`src/rtl/xor_descrambler_4bit_if.sv`:
```
// Stream interface for xor_descrambler_4bit: input word channel and output word channel.
// Optional parity signals in_par/par_err exist only when DESCR_PARITY_EN is defined.
interface xor_descrambler_4bit_if;
  localparam int unsigned DATA_W = 4;

  logic              in_valid;
  logic              in_ready;
  logic [DATA_W-1:0] in_data;
  logic              out_valid;
  logic              out_ready;
  logic [DATA_W-1:0] out_data;
`ifdef DESCR_PARITY_EN
  logic              in_par;
  logic              par_err;
`endif

`ifdef DESCR_PARITY_EN
  // Producer/consumer side of the descrambler
  modport master (
    output in_valid, in_data, in_par, out_ready,
    input  in_ready, out_valid, out_data, par_err
  );

  // Descrambler side
  modport slave (
    input  in_valid, in_data, in_par, out_ready,
    output in_ready, out_valid, out_data, par_err
  );
`else
  // Producer/consumer side of the descrambler
  modport master (
    output in_valid, in_data, out_ready,
    input  in_ready, out_valid, out_data
  );

  // Descrambler side
  modport slave (
    input  in_valid, in_data, out_ready,
    output in_ready, out_valid, out_data
  );
`endif
endinterface

```
`src/rtl/xor_descrambler_4bit.sv`:
```
// 4-bit additive descrambler: XORs each accepted word with 4 keystream bits from a
// 7-bit LFSR (x^7+x^6+1), one-entry output register with full-throughput handshake.
// Optional macro DESCR_PARITY_EN adds even-parity checking of the scrambled word.
module xor_descrambler_4bit #(
  parameter logic [6:0] SEED = 7'h7F
) (
  input  logic                 clk,
  input  logic                 rst_n,
  input  logic                 sync,
  xor_descrambler_4bit_if.slave bus,
  output logic [7:0]           word_cnt
);

  localparam int unsigned DATA_W = 4;
  localparam int unsigned LFSR_W = 7;
  localparam int unsigned CNT_W  = 8;

  logic [LFSR_W-1:0] r_lfsr;
  logic [LFSR_W-1:0] w_lfsr_adv;
  logic [DATA_W-1:0] w_key;
  logic [DATA_W-1:0] r_out_data;
  logic              r_out_valid;
  logic [CNT_W-1:0]  r_word_cnt;
  logic              w_in_ready;
  logic              w_accept;

  // Ready whenever the output slot is empty or is being drained this cycle
  assign w_in_ready = !r_out_valid || bus.out_ready;
  assign w_accept   = bus.in_valid && w_in_ready;

  assign bus.in_ready  = w_in_ready;
  assign bus.out_valid = r_out_valid;
  assign bus.out_data  = r_out_data;
  assign word_cnt      = r_word_cnt;

  // Four LFSR steps per word; key[0] is the feedback bit of the first step
  always_comb begin
    w_key      = '0;
    w_lfsr_adv = r_lfsr;
    for (int i = 0; i < int'(DATA_W); i++) begin
      w_key[i]   = w_lfsr_adv[6] ^ w_lfsr_adv[5];
      w_lfsr_adv = {w_lfsr_adv[5:0], w_key[i]};
    end
  end

  // Output register: load on accept, drop valid on drain, hold otherwise
  always_ff @(posedge clk or negedge rst_n) begin
    if (!rst_n) begin
      r_out_valid <= 1'b0;
      r_out_data  <= '0;
    end else if (w_accept) begin
      r_out_valid <= 1'b1;
      r_out_data  <= bus.in_data ^ w_key;
    end else if (bus.out_ready) begin
      r_out_valid <= 1'b0;
    end
  end

  // Keystream state and word counter; sync reloads the seed and wins over advance
  always_ff @(posedge clk or negedge rst_n) begin
    if (!rst_n) begin
      r_lfsr     <= SEED;
      r_word_cnt <= '0;
    end else if (sync) begin
      r_lfsr     <= SEED;
      r_word_cnt <= '0;
    end else if (w_accept) begin
      r_lfsr     <= w_lfsr_adv;
      r_word_cnt <= r_word_cnt + CNT_W'(1);
    end
  end

`ifdef DESCR_PARITY_EN
  logic r_par_err;

  // Parity flag travels with the word it describes
  always_ff @(posedge clk or negedge rst_n) begin
    if (!rst_n) begin
      r_par_err <= 1'b0;
    end else if (w_accept) begin
      r_par_err <= (^bus.in_data) ^ bus.in_par;
    end
  end

  assign bus.par_err = r_par_err;
`endif

endmodule
```
`src/flat_wrapper.sv`:
```
// flat-port wrapper written by rule: the top's interface ports become plain ports
module xor_descrambler_4bit_flat 
#(
  parameter logic [6:0] SEED = 7'h7F
)
  (clk, rst_n, sync, word_cnt, bus_in_valid, bus_in_data, bus_out_ready, bus_in_ready, bus_out_valid, bus_out_data);
  xor_descrambler_4bit_if bus_i ();
  input  logic clk;
  input  logic rst_n;
  input  logic sync;
  output logic [7:0] word_cnt;
  input wire logic [$bits(bus_i.in_valid)-1:0] bus_in_valid;
  input wire logic [$bits(bus_i.in_data)-1:0] bus_in_data;
  input wire logic [$bits(bus_i.out_ready)-1:0] bus_out_ready;
  output wire logic [$bits(bus_i.in_ready)-1:0] bus_in_ready;
  output wire logic [$bits(bus_i.out_valid)-1:0] bus_out_valid;
  output wire logic [$bits(bus_i.out_data)-1:0] bus_out_data;
  assign bus_i.in_valid = bus_in_valid;
  assign bus_i.in_data = bus_in_data;
  assign bus_i.out_ready = bus_out_ready;
  assign bus_in_ready = bus_i.in_ready;
  assign bus_out_valid = bus_i.out_valid;
  assign bus_out_data = bus_i.out_data;
  xor_descrambler_4bit #(.SEED(SEED)) u_core (.clk(clk), .rst_n(rst_n), .sync(sync), .bus(bus_i), .word_cnt(word_cnt));
endmodule
```
`config.mk`:
```
export PLATFORM = sky130hd
export DESIGN_NAME = xor_descrambler_4bit_flat
export DESIGN_NICKNAME = d
export VERILOG_FILES = /design/src/rtl/xor_descrambler_4bit_if.sv /design/src/rtl/xor_descrambler_4bit.sv /design/src/flat_wrapper.sv
export SDC_FILE = /design/constraint.sdc
export NUM_CORES = 1
export LEC_CHECK = 0
export ABC_AREA = 1
export ABC_CLOCK_PERIOD_IN_PS = 1620
export CAP_MARGIN = 20
export CORE_UTILIZATION = 52
export DETAILED_ROUTE_END_ITERATION = 10
export GPL_ROUTABILITY_DRIVEN = 0
export GPL_TIMING_DRIVEN = 0
export MAX_ROUTING_LAYER = met4
export PLACE_DENSITY_LB_ADDON = 0.08
export REMOVE_ABC_BUFFERS = 1
export SYNTH_ARGS = -nofsm -noshare
export SYNTH_HDL_FRONTEND = slang
export SYNTH_SLANG_ARGS = --single-unit
```
`constraint.sdc`:
```
create_clock -name clk -period 1.62 [get_ports clk]
set_input_delay 0.162 -clock clk [delete_from_list [all_inputs] [get_ports clk]]
set_output_delay 0.162 -clock clk [all_outputs]
set_load 0.05 [all_outputs]
```
==> metrics.cfg <==
[worst_setup_path]
cp-end-kind=output pin
cpLargestDelayFamily=buffers and inverters
reg2reg_from=u_core.word_cnt[0]$_DFFE_PN0P_
start_kind=flip-flop
crit_type=reg -> out
critPathArrivalTime_ns=1.36
max_stage_delay_ns=0.54
cp_slowest_cell=dlygate4sd2_1
cp.required_ns=1.46
path_buf_inv=1
cp_max_fo=4
startpoint=u_core.bus.out_valid$_DFFE_PN0P_
path_cells=nand2_2, dlygate4sd2_1

[cells_and_area]
antenna_cells=0
final_nets=152
finalInstanceArea_um2=1260
synthToLayoutAreaGrowth_pct=23.9
fin_util=0.709
drive_gt1_frac=0.121

[grt]
busiest_layer=met2
grt_pass1_vias=734
met1_usage=0.277
grt_max_degree=21
met3_usage=0.0471
grt_use_total=0.211
antenna_found_initial=0
grt_overflow=0
grt_pass1_wl_um=3070
grt_use_met2=0.311

[job]
cap_violations=0

[synth]
yosysSeqAreaShare=0.499
synthTopCellsByArea=dfrtp_1, dfstp_2, nand2_1, inv_1, nor2_1
postSynth.asyncResetShare=1.00
synth_top_area_share=0.319
synth_cell_type_count=25
netlist_area_um2=1020
ys_seq_elements=20
yosys_warnings=0
synthFlopType=dfrtp_1
synth-edff-count=0
synth_common_cells=nand2_1, dfrtp_1, inv_1
yosysMostFrequentCell=nand2_1
avgSynthCellArea_um2=8.80
yosys.area.top_type=dfrtp_1
synthCells=116

[clock_tree]
cts-root-buf=clkbuf_4
clkSlewWorstSetupHoldPaths_ns=0.12
cts_buffers=3
clockBufferDepth=2
ctsHoldBuffers=0
clkLatencyLatePin_ns=0.30
tritoncts=built
cts_resized=13
cts_sinks=20
cts_setup_buffers=0
cts_max_level=1

[routing]
ant_nets=0
drt_pre_antenna_iters=4
dr_total_vias=849
drtIter0Drc=7
routed_wl_um=1950
drcViolationCount=0
viasPerCell=5.11
wl_per_cell_um=11.7

[pwr]
vdd_ir_drop_max_uv=616
p_leak_nw=0.654
powerDensity_nw_per_um2=913

[timing]
relSlewSlack=0.425
fmax_mhz=657
worst_pin_slew_ns=0.859
setup_tns_ns=0
rsz0062_at_grt=false
final-hold-violation-count=0
fin_skew_ns=0.00626
post-route-period-util=0.939
slew_violations=0
fin_crit_ns=1.52
setup_viol=0

[floorplan]
core.rowCount=15
num_io_pins=23
chipWidth_um=46.3
core_area_um2=1780
dieArea_um2=2140
start_util=0.573
fp.dieH_um=46.3

[status]
status=finished, final reports clean

[place]
hpwlAfterDp_um=1440
post_dp_cell_area_um2=1250
portBuffers=22

[min_path]
hold_path.class=in -> async

## layout by cell type, fill, tap and decap left out, types with 3 or more instances in the layout
master            n
nand2_1          31
dlygate4sd2_1    13
dfrtp_1          13
inv_1            12
nor2_1           11
nand3_1           8
clkdlybuf4s50_1   8
dfstp_2           7
a21oi_1           4
a22oi_1           4
xnor2_1           3
or2_1             3
clkbuf_4          3
## report_power, final
part / switching, mW / internal (mW)
clock: 0.154 / 0.0959
sequential: 0.0312 / 0.555
combinational: 0.215 / 0.103
## kinds of logic after synthesis
family	synth area share
AOI/OAI and AO/OA	0.0858
xor gates and xnor gates	0.0343
adders and majority gates	0.0123
buffers and inverters	0.0882
DFF	0.499
and+or+nand+nor	0.281
## metrics by stage
step	power [mW]	worst slack (ns)	cells	hold slack, ns
2_1_floorplan	0.815	0.0281	115	-0.134
3_3_place_gp	0.926	-0.102	162	0.461
3_5_place_dp	0.935	-0.119	162	0.465
4_1_cts	1.16	0.00208	166	0.369
5_1_grt	1.20	0.0426	166	0.426
6_report	1.15	0.0986	166	0.335
## layout make-up
class | count | area (µm²)
sequential | 20 | 509
fill | 152 | 518
tap | 25 | 31.3
multi-input combinational | 80 | 422
inverter | 15 | 70.1
clock buffer | 4 | 26.3
timing repair buffer | 22 | 206
## final timing paths
kind	endpoint	slack (ns)	depth (start not counted)
worst max-delay path	bus_in_ready	0.1	2
worst min-delay path	u_core.word_cnt[6]$_DFFE_PN0P_	0.33	1
worst max register to register	u_core.word_cnt[4]$_DFFE_PN0P_	0.36	6
worst min register to register	u_core.bus.out_data[2]$_DFFE_PN0P_	0.49	2
max in group asynchronous	u_core.bus.out_data[3]$_DFFE_PN0P_	0.75	1
min in group clk	u_core.bus.out_data[3]$_DFFE_PN0P_	0.45	3
## worst register-to-register path: cells and delay by family, from the launching register on
family | cells | cell delay (ns)
AND/OR/NAND/NOR | 5 | 0.44
adder cells (fa/ha/maj) | 1 | 0.25
flip-flops | 1 | 0.47
## layer usage
layer | routed length [µm] | vias up
met2 | 903 | 20
met1 | 914 | 399
met5 | 0 | -
met4 | 27 | 0
met3 | 104 | 4
li1 | - | 426
## flip-flops by register name (all words and copies together) (netlist names)
register,flops
u_core.bus.out_valid,1
u_core.r_lfsr,7
u_core.word_cnt,8
u_core.bus.out_data,4
No activity file was read; power rests on OpenSTA's default activity.
